$ cat src/rtl/tl_xbar_pkg.sv
// tl_xbar_pkg: shared constants, A-channel header struct and burst-length helper
// for the tl_xbar_nto1 crossbar.
package tl_xbar_pkg;

  localparam logic [2:0] PUT_FULL        = 3'd0;
  localparam logic [2:0] PUT_PARTIAL     = 3'd1;
  localparam logic [2:0] ACCESS_ACK_DATA = 3'd1;

  // A-channel header fields that travel with every beat alongside size/source/payload
  typedef struct packed {
    logic [2:0] opcode;
    logic [2:0] param;
    logic       corrupt;
  } a_hdr_t;

  // Number of data beats an A message occupies; only Put messages larger than one beat burst
  function automatic logic [15:0] beats_from_size(input logic [2:0] opcode,
                                                  input int unsigned size,
                                                  input int unsigned beat_log2);
    logic [15:0] beats;
    if (((opcode == PUT_FULL) || (opcode == PUT_PARTIAL)) && (size > beat_log2)) begin
      beats = 16'd1 << (size - beat_log2);
    end else begin
      beats = 16'd1;
    end
    return beats;
  endfunction

endpackage

$ cat src/rtl/tl_xbar_nto1_if.sv
// tl_xbar_nto1_if: bundles the N client A/D channels and the single manager A/D
// channel. Modport 'slave' is the crossbar's view, 'master' the environment's view.
interface tl_xbar_nto1_if #(
  parameter int N_IN   = 2,
  parameter int SRC_W  = 3,
  parameter int ADDR_W = 31,
  parameter int DATA_W = 64,
  parameter int SIZE_W = 3
);
  localparam int IDX_W      = $clog2(N_IN);
  localparam int OW         = SRC_W + IDX_W;
  localparam int BEAT_BYTES = DATA_W / 8;

  // client A
  logic [N_IN-1:0]            auto_in_a_valid;
  logic [N_IN-1:0]            auto_in_a_ready;
  logic [N_IN*3-1:0]          auto_in_a_bits_opcode;
  logic [N_IN*3-1:0]          auto_in_a_bits_param;
  logic [N_IN*SIZE_W-1:0]     auto_in_a_bits_size;
  logic [N_IN*SRC_W-1:0]      auto_in_a_bits_source;
  logic [N_IN*ADDR_W-1:0]     auto_in_a_bits_address;
  logic [N_IN*BEAT_BYTES-1:0] auto_in_a_bits_mask;
  logic [N_IN*DATA_W-1:0]     auto_in_a_bits_data;
  logic [N_IN-1:0]            auto_in_a_bits_corrupt;
  // client D
  logic [N_IN-1:0]            auto_in_d_ready;
  logic [N_IN-1:0]            auto_in_d_valid;
  logic [2:0]                 auto_in_d_bits_opcode;
  logic [SIZE_W-1:0]          auto_in_d_bits_size;
  logic [SRC_W-1:0]           auto_in_d_bits_source;
  logic [DATA_W-1:0]          auto_in_d_bits_data;
  // manager A
  logic                       auto_out_a_valid;
  logic                       auto_out_a_ready;
  logic [2:0]                 auto_out_a_bits_opcode;
  logic [2:0]                 auto_out_a_bits_param;
  logic [SIZE_W-1:0]          auto_out_a_bits_size;
  logic [OW-1:0]              auto_out_a_bits_source;
  logic [ADDR_W-1:0]          auto_out_a_bits_address;
  logic [BEAT_BYTES-1:0]      auto_out_a_bits_mask;
  logic [DATA_W-1:0]          auto_out_a_bits_data;
  logic                       auto_out_a_bits_corrupt;
  // manager D
  logic                       auto_out_d_valid;
  logic                       auto_out_d_ready;
  logic [2:0]                 auto_out_d_bits_opcode;
  logic [SIZE_W-1:0]          auto_out_d_bits_size;
  logic [OW-1:0]              auto_out_d_bits_source;
  logic [DATA_W-1:0]          auto_out_d_bits_data;

  modport slave (
    input  auto_in_a_valid, auto_in_a_bits_opcode, auto_in_a_bits_param, auto_in_a_bits_size,
           auto_in_a_bits_source, auto_in_a_bits_address, auto_in_a_bits_mask,
           auto_in_a_bits_data, auto_in_a_bits_corrupt, auto_in_d_ready,
           auto_out_a_ready, auto_out_d_valid, auto_out_d_bits_opcode, auto_out_d_bits_size,
           auto_out_d_bits_source, auto_out_d_bits_data,
    output auto_in_a_ready, auto_in_d_valid, auto_in_d_bits_opcode, auto_in_d_bits_size,
           auto_in_d_bits_source, auto_in_d_bits_data,
           auto_out_a_valid, auto_out_a_bits_opcode, auto_out_a_bits_param, auto_out_a_bits_size,
           auto_out_a_bits_source, auto_out_a_bits_address, auto_out_a_bits_mask,
           auto_out_a_bits_data, auto_out_a_bits_corrupt, auto_out_d_ready
  );

  modport master (
    output auto_in_a_valid, auto_in_a_bits_opcode, auto_in_a_bits_param, auto_in_a_bits_size,
           auto_in_a_bits_source, auto_in_a_bits_address, auto_in_a_bits_mask,
           auto_in_a_bits_data, auto_in_a_bits_corrupt, auto_in_d_ready,
           auto_out_a_ready, auto_out_d_valid, auto_out_d_bits_opcode, auto_out_d_bits_size,
           auto_out_d_bits_source, auto_out_d_bits_data,
    input  auto_in_a_ready, auto_in_d_valid, auto_in_d_bits_opcode, auto_in_d_bits_size,
           auto_in_d_bits_source, auto_in_d_bits_data,
           auto_out_a_valid, auto_out_a_bits_opcode, auto_out_a_bits_param, auto_out_a_bits_size,
           auto_out_a_bits_source, auto_out_a_bits_address, auto_out_a_bits_mask,
           auto_out_a_bits_data, auto_out_a_bits_corrupt, auto_out_d_ready
  );

endinterface

$ cat src/rtl/tl_rr_arbiter.sv
// tl_rr_arbiter: N-way round-robin arbiter. While i_lock is high the grant is
// forced to i_lock_idx and the pointer holds; otherwise a fire moves the
// pointer one past the winner.
module tl_rr_arbiter #(
  parameter int N     = 2,
  parameter int IDX_W = 1
) (
  input  logic             clock,
  input  logic             reset,
  input  logic [N-1:0]     i_req,
  input  logic             i_lock,
  input  logic [IDX_W-1:0] i_lock_idx,
  input  logic             i_fire,
  output logic [IDX_W-1:0] o_grant
);

  logic [IDX_W-1:0] r_rr_ptr;
  logic [IDX_W-1:0] w_scan;
  logic             w_found;

  // Scan from the pointer upward first, then wrap to the low indices
  always_comb begin
    w_scan  = r_rr_ptr;
    w_found = 1'b0;
    for (int i = 0; i < N; i++) begin
      if (!w_found && (i >= int'(r_rr_ptr)) && i_req[i]) begin
        w_scan  = IDX_W'(i);
        w_found = 1'b1;
      end else begin
        w_found = w_found;
      end
    end
    for (int i = 0; i < N; i++) begin
      if (!w_found && i_req[i]) begin
        w_scan  = IDX_W'(i);
        w_found = 1'b1;
      end else begin
        w_found = w_found;
      end
    end
  end

  assign o_grant = i_lock ? i_lock_idx : w_scan;

  // Advance the pointer past the winner on an unlocked (first-beat) fire
  always_ff @(posedge clock or negedge reset) begin
    if (!reset) begin
      r_rr_ptr <= IDX_W'(0);
    end else if (i_fire && !i_lock) begin
      r_rr_ptr <= (o_grant == IDX_W'(N - 1)) ? IDX_W'(0) : (o_grant + IDX_W'(1));
    end
  end

endmodule

$ cat src/rtl/tl_xbar_nto1.sv
// tl_xbar_nto1: TileLink-UL N:1 crossbar. Round-robin A arbitration with burst
// locking, source-ID extension on A, source-based D routing, sticky misroute flag.
// Optional macro TL_XBAR_A_SLICE_EN inserts a 2-entry skid register on manager A.
module tl_xbar_nto1
  import tl_xbar_pkg::*;
#(
  parameter int N_IN   = 2,
  parameter int SRC_W  = 3,
  parameter int ADDR_W = 31,
  parameter int DATA_W = 64,
  parameter int SIZE_W = 3
) (
  input  logic          clock,
  input  logic          reset,
  tl_xbar_nto1_if.slave bus,
  output logic          d_route_err
);

  localparam int IDX_W      = $clog2(N_IN);
  localparam int OW         = SRC_W + IDX_W;
  localparam int BEAT_BYTES = DATA_W / 8;
  localparam int BEAT_LOG2  = $clog2(BEAT_BYTES);
  localparam int BEAT_W     = $bits(a_hdr_t) + SIZE_W + OW + ADDR_W + BEAT_BYTES + DATA_W;

  logic [IDX_W-1:0]      w_grant;
  logic [N_IN-1:0]       w_grant_oh;
  logic                  w_mux_valid;
  logic                  w_mux_ready;
  logic                  w_mux_fire;
  a_hdr_t                w_hdr;
  logic [SIZE_W-1:0]     w_size;
  logic [SRC_W-1:0]      w_src_lo;
  logic [ADDR_W-1:0]     w_addr;
  logic [BEAT_BYTES-1:0] w_mask;
  logic [DATA_W-1:0]     w_data;
  logic [15:0]           w_beats;
  logic [BEAT_W-1:0]     w_mux_beat;
  logic [BEAT_W-1:0]     w_out_beat;
  a_hdr_t                w_out_hdr;

  logic                  r_locked;
  logic [15:0]           r_beats_left;
  logic [IDX_W-1:0]      r_lock_idx;

  tl_rr_arbiter #(.N(N_IN), .IDX_W(IDX_W)) u_arb (
    .clock      (clock),
    .reset      (reset),
    .i_req      (bus.auto_in_a_valid),
    .i_lock     (r_locked),
    .i_lock_idx (r_lock_idx),
    .i_fire     (w_mux_fire),
    .o_grant    (w_grant)
  );

  // AND-OR mux of the granted client's A beat
  always_comb begin
    w_hdr    = '0;
    w_size   = '0;
    w_src_lo = '0;
    w_addr   = '0;
    w_mask   = '0;
    w_data   = '0;
    for (int i = 0; i < N_IN; i++) begin
      w_grant_oh[i]  = (w_grant == IDX_W'(i));
      w_hdr.opcode   = w_hdr.opcode  | (bus.auto_in_a_bits_opcode[3*i +: 3] & {3{w_grant_oh[i]}});
      w_hdr.param    = w_hdr.param   | (bus.auto_in_a_bits_param[3*i +: 3]  & {3{w_grant_oh[i]}});
      w_hdr.corrupt  = w_hdr.corrupt | (bus.auto_in_a_bits_corrupt[i] & w_grant_oh[i]);
      w_size   = w_size   | (bus.auto_in_a_bits_size[SIZE_W*i +: SIZE_W]       & {SIZE_W{w_grant_oh[i]}});
      w_src_lo = w_src_lo | (bus.auto_in_a_bits_source[SRC_W*i +: SRC_W]      & {SRC_W{w_grant_oh[i]}});
      w_addr   = w_addr   | (bus.auto_in_a_bits_address[ADDR_W*i +: ADDR_W]   & {ADDR_W{w_grant_oh[i]}});
      w_mask   = w_mask   | (bus.auto_in_a_bits_mask[BEAT_BYTES*i +: BEAT_BYTES] & {BEAT_BYTES{w_grant_oh[i]}});
      w_data   = w_data   | (bus.auto_in_a_bits_data[DATA_W*i +: DATA_W]      & {DATA_W{w_grant_oh[i]}});
    end
  end

  assign w_mux_valid          = |(bus.auto_in_a_valid & w_grant_oh);
  assign w_mux_fire           = w_mux_valid & w_mux_ready;
  assign bus.auto_in_a_ready  = w_grant_oh & {N_IN{w_mux_ready}};
  assign w_beats              = beats_from_size(w_hdr.opcode, 32'(w_size), BEAT_LOG2);
  assign w_mux_beat           = {w_hdr, w_size, w_grant, w_src_lo, w_addr, w_mask, w_data};

  // Burst lock: freeze the grant for the remaining beats of a multi-beat Put
  always_ff @(posedge clock or negedge reset) begin
    if (!reset) begin
      r_locked     <= 1'b0;
      r_beats_left <= 16'd0;
      r_lock_idx   <= IDX_W'(0);
    end else if (w_mux_fire) begin
      if (!r_locked) begin
        if (w_beats > 16'd1) begin
          r_locked     <= 1'b1;
          r_beats_left <= w_beats - 16'd1;
          r_lock_idx   <= w_grant;
        end
      end else begin
        r_beats_left <= r_beats_left - 16'd1;
        if (r_beats_left == 16'd1) begin
          r_locked <= 1'b0;
        end
      end
    end
  end

`ifdef TL_XBAR_A_SLICE_EN
  logic [BEAT_W-1:0] r_slot [2];
  logic              r_wptr;
  logic              r_rptr;
  logic [1:0]        r_cnt;
  logic              w_out_fire;

  assign w_mux_ready          = (r_cnt != 2'd2);
  assign bus.auto_out_a_valid = (r_cnt != 2'd0);
  assign w_out_beat           = r_slot[r_rptr];
  assign w_out_fire           = bus.auto_out_a_valid & bus.auto_out_a_ready;

  // Two-entry skid buffer between the A mux and the manager port
  always_ff @(posedge clock or negedge reset) begin
    if (!reset) begin
      r_slot[0] <= '0;
      r_slot[1] <= '0;
      r_wptr    <= 1'b0;
      r_rptr    <= 1'b0;
      r_cnt     <= 2'd0;
    end else begin
      if (w_mux_fire) begin
        r_slot[r_wptr] <= w_mux_beat;
        r_wptr         <= ~r_wptr;
      end
      if (w_out_fire) begin
        r_rptr <= ~r_rptr;
      end
      case ({w_mux_fire, w_out_fire})
        2'b10:   r_cnt <= r_cnt + 2'd1;
        2'b01:   r_cnt <= r_cnt - 2'd1;
        default: r_cnt <= r_cnt;
      endcase
    end
  end
`else
  assign w_mux_ready          = bus.auto_out_a_ready;
  assign bus.auto_out_a_valid = w_mux_valid;
  assign w_out_beat           = w_mux_beat;
`endif

  assign {w_out_hdr, bus.auto_out_a_bits_size, bus.auto_out_a_bits_source,
          bus.auto_out_a_bits_address, bus.auto_out_a_bits_mask,
          bus.auto_out_a_bits_data} = w_out_beat;
  assign bus.auto_out_a_bits_opcode  = w_out_hdr.opcode;
  assign bus.auto_out_a_bits_param   = w_out_hdr.param;
  assign bus.auto_out_a_bits_corrupt = w_out_hdr.corrupt;

  // D routing: the extended source MSBs select the client; out-of-range indices are dropped
  logic [IDX_W-1:0] w_d_idx;
  logic             w_d_ok;
  logic [N_IN-1:0]  w_d_oh;
  logic             r_d_route_err;

  assign w_d_idx = bus.auto_out_d_bits_source[OW-1 -: IDX_W];
  assign w_d_ok  = ({1'b0, w_d_idx} < (IDX_W+1)'(N_IN));

  // One-hot D destination
  always_comb begin
    w_d_oh = '0;
    for (int i = 0; i < N_IN; i++) begin
      w_d_oh[i] = (w_d_idx == IDX_W'(i));
    end
  end

  assign bus.auto_in_d_valid       = w_d_oh & {N_IN{bus.auto_out_d_valid & w_d_ok}};
  assign bus.auto_out_d_ready      = w_d_ok ? (|(bus.auto_in_d_ready & w_d_oh)) : 1'b1;
  assign bus.auto_in_d_bits_opcode = bus.auto_out_d_bits_opcode;
  assign bus.auto_in_d_bits_size   = bus.auto_out_d_bits_size;
  assign bus.auto_in_d_bits_source = bus.auto_out_d_bits_source[SRC_W-1:0];
  assign bus.auto_in_d_bits_data   = bus.auto_out_d_bits_data;

  // Sticky flag set whenever a misrouted D beat is consumed
  always_ff @(posedge clock or negedge reset) begin
    if (!reset) begin
      r_d_route_err <= 1'b0;
    end else if (bus.auto_out_d_valid && !w_d_ok) begin
      r_d_route_err <= 1'b1;
    end
  end

  assign d_route_err = r_d_route_err;

endmodule

$ cat src/flat_wrapper.sv
// flat-port wrapper written by rule: the top's interface ports become plain ports
module tl_xbar_nto1_flat import tl_xbar_pkg::*;
#(
  parameter int N_IN   = 2,
  parameter int SRC_W  = 3,
  parameter int ADDR_W = 31,
  parameter int DATA_W = 64,
  parameter int SIZE_W = 3
)
  (clock, reset, d_route_err, bus_auto_in_a_valid, bus_auto_in_a_bits_opcode, bus_auto_in_a_bits_param, bus_auto_in_a_bits_size, bus_auto_in_a_bits_source, bus_auto_in_a_bits_address, bus_auto_in_a_bits_mask, bus_auto_in_a_bits_data, bus_auto_in_a_bits_corrupt, bus_auto_in_d_ready, bus_auto_out_a_ready, bus_auto_out_d_valid, bus_auto_out_d_bits_opcode, bus_auto_out_d_bits_size, bus_auto_out_d_bits_source, bus_auto_out_d_bits_data, bus_auto_in_a_ready, bus_auto_in_d_valid, bus_auto_in_d_bits_opcode, bus_auto_in_d_bits_size, bus_auto_in_d_bits_source, bus_auto_in_d_bits_data, bus_auto_out_a_valid, bus_auto_out_a_bits_opcode, bus_auto_out_a_bits_param, bus_auto_out_a_bits_size, bus_auto_out_a_bits_source, bus_auto_out_a_bits_address, bus_auto_out_a_bits_mask, bus_auto_out_a_bits_data, bus_auto_out_a_bits_corrupt, bus_auto_out_d_ready);
  tl_xbar_nto1_if #(.N_IN(N_IN), .SRC_W(SRC_W), .ADDR_W(ADDR_W), .DATA_W(DATA_W), .SIZE_W(SIZE_W)) bus_i ();
  input  logic clock;
  input  logic reset;
  output logic d_route_err;
  input wire logic [$bits(bus_i.auto_in_a_valid)-1:0] bus_auto_in_a_valid;
  input wire logic [$bits(bus_i.auto_in_a_bits_opcode)-1:0] bus_auto_in_a_bits_opcode;
  input wire logic [$bits(bus_i.auto_in_a_bits_param)-1:0] bus_auto_in_a_bits_param;
  input wire logic [$bits(bus_i.auto_in_a_bits_size)-1:0] bus_auto_in_a_bits_size;
  input wire logic [$bits(bus_i.auto_in_a_bits_source)-1:0] bus_auto_in_a_bits_source;
  input wire logic [$bits(bus_i.auto_in_a_bits_address)-1:0] bus_auto_in_a_bits_address;
  input wire logic [$bits(bus_i.auto_in_a_bits_mask)-1:0] bus_auto_in_a_bits_mask;
  input wire logic [$bits(bus_i.auto_in_a_bits_data)-1:0] bus_auto_in_a_bits_data;
  input wire logic [$bits(bus_i.auto_in_a_bits_corrupt)-1:0] bus_auto_in_a_bits_corrupt;
  input wire logic [$bits(bus_i.auto_in_d_ready)-1:0] bus_auto_in_d_ready;
  input wire logic [$bits(bus_i.auto_out_a_ready)-1:0] bus_auto_out_a_ready;
  input wire logic [$bits(bus_i.auto_out_d_valid)-1:0] bus_auto_out_d_valid;
  input wire logic [$bits(bus_i.auto_out_d_bits_opcode)-1:0] bus_auto_out_d_bits_opcode;
  input wire logic [$bits(bus_i.auto_out_d_bits_size)-1:0] bus_auto_out_d_bits_size;
  input wire logic [$bits(bus_i.auto_out_d_bits_source)-1:0] bus_auto_out_d_bits_source;
  input wire logic [$bits(bus_i.auto_out_d_bits_data)-1:0] bus_auto_out_d_bits_data;
  output wire logic [$bits(bus_i.auto_in_a_ready)-1:0] bus_auto_in_a_ready;
  output wire logic [$bits(bus_i.auto_in_d_valid)-1:0] bus_auto_in_d_valid;
  output wire logic [$bits(bus_i.auto_in_d_bits_opcode)-1:0] bus_auto_in_d_bits_opcode;
  output wire logic [$bits(bus_i.auto_in_d_bits_size)-1:0] bus_auto_in_d_bits_size;
  output wire logic [$bits(bus_i.auto_in_d_bits_source)-1:0] bus_auto_in_d_bits_source;
  output wire logic [$bits(bus_i.auto_in_d_bits_data)-1:0] bus_auto_in_d_bits_data;
  output wire logic [$bits(bus_i.auto_out_a_valid)-1:0] bus_auto_out_a_valid;
  output wire logic [$bits(bus_i.auto_out_a_bits_opcode)-1:0] bus_auto_out_a_bits_opcode;
  output wire logic [$bits(bus_i.auto_out_a_bits_param)-1:0] bus_auto_out_a_bits_param;
  output wire logic [$bits(bus_i.auto_out_a_bits_size)-1:0] bus_auto_out_a_bits_size;
  output wire logic [$bits(bus_i.auto_out_a_bits_source)-1:0] bus_auto_out_a_bits_source;
  output wire logic [$bits(bus_i.auto_out_a_bits_address)-1:0] bus_auto_out_a_bits_address;
  output wire logic [$bits(bus_i.auto_out_a_bits_mask)-1:0] bus_auto_out_a_bits_mask;
  output wire logic [$bits(bus_i.auto_out_a_bits_data)-1:0] bus_auto_out_a_bits_data;
  output wire logic [$bits(bus_i.auto_out_a_bits_corrupt)-1:0] bus_auto_out_a_bits_corrupt;
  output wire logic [$bits(bus_i.auto_out_d_ready)-1:0] bus_auto_out_d_ready;
  assign bus_i.auto_in_a_valid = bus_auto_in_a_valid;
  assign bus_i.auto_in_a_bits_opcode = bus_auto_in_a_bits_opcode;
  assign bus_i.auto_in_a_bits_param = bus_auto_in_a_bits_param;
  assign bus_i.auto_in_a_bits_size = bus_auto_in_a_bits_size;
  assign bus_i.auto_in_a_bits_source = bus_auto_in_a_bits_source;
  assign bus_i.auto_in_a_bits_address = bus_auto_in_a_bits_address;
  assign bus_i.auto_in_a_bits_mask = bus_auto_in_a_bits_mask;
  assign bus_i.auto_in_a_bits_data = bus_auto_in_a_bits_data;
  assign bus_i.auto_in_a_bits_corrupt = bus_auto_in_a_bits_corrupt;
  assign bus_i.auto_in_d_ready = bus_auto_in_d_ready;
  assign bus_i.auto_out_a_ready = bus_auto_out_a_ready;
  assign bus_i.auto_out_d_valid = bus_auto_out_d_valid;
  assign bus_i.auto_out_d_bits_opcode = bus_auto_out_d_bits_opcode;
  assign bus_i.auto_out_d_bits_size = bus_auto_out_d_bits_size;
  assign bus_i.auto_out_d_bits_source = bus_auto_out_d_bits_source;
  assign bus_i.auto_out_d_bits_data = bus_auto_out_d_bits_data;
  assign bus_auto_in_a_ready = bus_i.auto_in_a_ready;
  assign bus_auto_in_d_valid = bus_i.auto_in_d_valid;
  assign bus_auto_in_d_bits_opcode = bus_i.auto_in_d_bits_opcode;
  assign bus_auto_in_d_bits_size = bus_i.auto_in_d_bits_size;
  assign bus_auto_in_d_bits_source = bus_i.auto_in_d_bits_source;
  assign bus_auto_in_d_bits_data = bus_i.auto_in_d_bits_data;
  assign bus_auto_out_a_valid = bus_i.auto_out_a_valid;
  assign bus_auto_out_a_bits_opcode = bus_i.auto_out_a_bits_opcode;
  assign bus_auto_out_a_bits_param = bus_i.auto_out_a_bits_param;
  assign bus_auto_out_a_bits_size = bus_i.auto_out_a_bits_size;
  assign bus_auto_out_a_bits_source = bus_i.auto_out_a_bits_source;
  assign bus_auto_out_a_bits_address = bus_i.auto_out_a_bits_address;
  assign bus_auto_out_a_bits_mask = bus_i.auto_out_a_bits_mask;
  assign bus_auto_out_a_bits_data = bus_i.auto_out_a_bits_data;
  assign bus_auto_out_a_bits_corrupt = bus_i.auto_out_a_bits_corrupt;
  assign bus_auto_out_d_ready = bus_i.auto_out_d_ready;
  tl_xbar_nto1 #(.N_IN(N_IN), .SRC_W(SRC_W), .ADDR_W(ADDR_W), .DATA_W(DATA_W), .SIZE_W(SIZE_W)) u_core (.clock(clock), .reset(reset), .bus(bus_i), .d_route_err(d_route_err));
endmodule
$ cat config.mk
export PLATFORM = sky130hd
export DESIGN_NAME = tl_xbar_nto1_flat
export DESIGN_NICKNAME = d
export VERILOG_FILES = /design/src/rtl/tl_xbar_pkg.sv /design/src/rtl/tl_xbar_nto1_if.sv /design/src/rtl/tl_rr_arbiter.sv /design/src/rtl/tl_xbar_nto1.sv /design/src/flat_wrapper.sv
export SDC_FILE = /design/constraint.sdc
export NUM_CORES = 1
export LEC_CHECK = 0
export ABC_CLOCK_PERIOD_IN_PS = 4200
export CORE_AREA = 2 2 199 201
export CTS_CLUSTER_SIZE = 12
export DETAILED_ROUTE_END_ITERATION = 7
export DIE_AREA = 0 0 201 203
export GPL_TIMING_DRIVEN = 0
export PLACE_DENSITY = 0.48
export SYNTH_ARGS = -nofsm -noshare
export SYNTH_HDL_FRONTEND = slang
export SYNTH_SLANG_ARGS = --single-unit
$ cat constraint.sdc
create_clock -name clock -period 4.2 [get_ports clock]
set_input_delay 0.42 -clock clock [delete_from_list [all_inputs] [get_ports clock]]
set_output_delay 0.42 -clock clock [all_outputs]
set_load 0.05 [all_outputs]
==> reports/results.ini <==
[run_status]
status = completed

[place]
port_buffers = 436
hpwlAfterDp_um = 19200
placed_cells = 1334
pre_cts_ws_ns = -1.14
place.gp.congestion = 0.779
placed_cell_area_mm2 = 0.00847

[layout]
fin_cells = 1347
design_area_mm2 = 0.00866
drive_gt1_frac = 0.290
fin_nets = 1148
syn2layout_area_growth_pct = 151
fillers = 4178

[logic_synthesis]
synth_top_flop_cell = dfrtp_1
syn_inst = 380
synth-async-reset-ratio = 1.00
yosysUniqueCellTypes = 56
synth_seq_cells = 19
synth_warnings = 0
synth_area_per_cell_um2 = 9.08
synthesis.area_mm2 = 0.00345
synth_fp_nets = 699
synth_edf_count = 0
yosysSeqAreaShare = 0.138

[cts]
cts_tree = built
clkLatencyLatePin_ns = 0.25
clockRootBuffer = clkbuf_16
h-tree-depth = 1
cts_buffer_depth = 2
clock_sinks = 19
path_clk_slew_ns = 0.06
numCtsBuffers = 3

[drt]
vias_per_cell = 3.41
wl_per_cell_um = 16.1
drcViolationCount = 0
wl_um = 21700
antenna_left = 0
drtIter0Drc = 215
dr.pass1.iters = 4
via_count = 4587

[worst_setup_path]
crit_path_end_kind = register
worst_setup_path_start_kind = input port
cp_max_fo = 6
critPathRequiredTime_ns = 4.33
crit_type = input port to register
cp.arrival_ns = 4.18

[global_route]
antenna_found_initial = 3
grt_pass1_wl_um = 30100
globalRouteOverflowTotal = 0
grt_usage = 0.0971
grt_max_degree = 20
grt_pass1_vias = 4784

[pwr]
p_per_area_mw_per_mm2 = 503
vdd_drop_max_mv = 0.321
leakage_nw = 3.23

[run]
cap_violations = 0

[floorplanning]
initial_core_util = 0.0897
num_rows = 72
dieArea_mm2 = 0.0408
die_h_um = 203
ios = 511
core_mm2 = 0.0385
die_x_um = 201

[hold_path]
hold_class = register to register

[timing]
final.setup.tns_ns = 0
layout_setup_ws_ns = 0.157
rsz0062_at_grt = false
drv_slew = 0
fin_skew_ns = 0.00115
setup_violations = 0
fin_hold_ws_ns = 0.501
maxSlewHeadroom = 0.379
finalHoldViolCount = 0
max_freq_mhz = 247
min_period_over_period = 0.963
worst_pin_slew_ns = 0.929
fin_crit_ns = 4.04

[layout by cell type (no fill, tap or decap), drive strengths merged, types with 3 or more instances in the layout]
master,Yosys,layout
nor3,5,5
nor2,8,8
nand4b,4,4
nand2,24,24
o211ai,6,6
nor4,4,4
clkdlybuf4s50,0,435
o31ai,3,3
nand3,10,10
nor2b,4,4
inv,10,9
clkbuf,2,5
o21ai,16,16
mux2i,3,3
dfrtp,19,19
mux2,120,120
or4,4,4
buf,90,98
a21oi,9,9
ha,5,5
[power breakdown]
group	leakage (nW)	internal [mW]	switching, mW	total, mW
registers	0.199	0.238	0.0717	0.310
logic	2.99	1.54	2.31	3.85
clock network	0.0409	0.128	0.0707	0.198
[metrics by stage]
stage,power [mW],utilization
global placement,4.13,0.220
finish,4.36,0.225
detailed placement,4.13,0.220
CTS,4.39,0.224
global route,4.56,0.225
floorplan,2.84,-
[synthesized netlist by cell type (5+ instances only)]
cell type	count	share of area
buf_2	15	0.022
mux2_2	120	0.39
nand2_1	24	0.026
dfrtp_1	19	0.14
o211ai_1	5	0.011
ha_1	5	0.018
nand3_1	9	0.013
o21ai_0	15	0.022
nor2_1	8	0.0087
a21oi_1	9	0.013
inv_1	10	0.011
buf_4	75	0.16
[per-layer routing]
metal	track usage	part of all wire	up-vias
li1	-	-	2213
met1	0.125	0.43	2088
met2	0.166	0.48	274
met3	0.0260	0.086	8
met4	0.0124	0.0067	4
met5	0	0.0015	-
[registers in the layout (all words and copies together), names as in the netlist]
register and flops:
u_core.u_arb.r_rr_ptr 1, u_core.r_lock_idx 1, u_core.r_locked 1, u_core.r_beats_left 16
[logic make-up after synthesis]
kind of cell | synth area share
muxes | 0.407
buffers and inverters | 0.198
and+or+nand+nor | 0.127
AOI/OAI and AO/OA | 0.109
DFF | 0.138
adders and majority gates | 0.0181
other | 0.00109
xor gates and xnor gates | 0.00254
[path summary, 6_finish.rpt]
path	slack (ns)	endpoint	from	cells past startpoint
setup / recovery	0.16	u_core.r_beats_left[9]	bus_auto_in_a_valid[1]	15
hold / removal	0.50	u_core.u_arb.r_rr_ptr	u_core.u_arb.r_rr_ptr	1
max in group asynchronous	2.94	u_core.u_arb.r_rr_ptr	reset	1
hold reg to reg	0.50	u_core.u_arb.r_rr_ptr	u_core.u_arb.r_rr_ptr	1
min in group asynchronous	0.69	u_core.r_beats_left[11]	reset	1
setup reg to reg	0.24	u_core.r_beats_left[9]	u_core.r_locked	15
[critical path, cell delays in order]
cell and delay [ns]:
clkdlybuf4s50_1 0.47, o211ai_2 0.30, nand2_4 0.10, buf_4 0.17
mux2_2 0.30, ha_2 0.34, or2_2 0.36, or3b_1 0.40
ha_1 0.25, nor2_4 0.19, o41ai_4 0.09, buf_4 0.20
buf_4 0.14, and2_1 0.14, a311o_1 0.30
[layout make-up]
cell class	count	area, um^2	area share
Timing Repair Buffer	445	4430	0.512
Multi-Input combinational cell	259	2330	0.269
Buffer	91	649	0.0750
Tap cell	518	648	0.0749
Sequential cell	19	475	0.0549
Clock buffer	3	75.1	0.00867
Inverter	10	41.3	0.00477
Clock inverter	1	5.00	0.000578
Antenna cell	1	2.50	0.000289
[repair_timing]
item	CTS	global route
setup buffers	5	4
endpoints found under the setup margin	18	11
gates resized for setup	9	2
hold endpoints to repair	0	0
pin swaps	3	3
hold buffers	0	0
(Power assumes the default switching activity.)
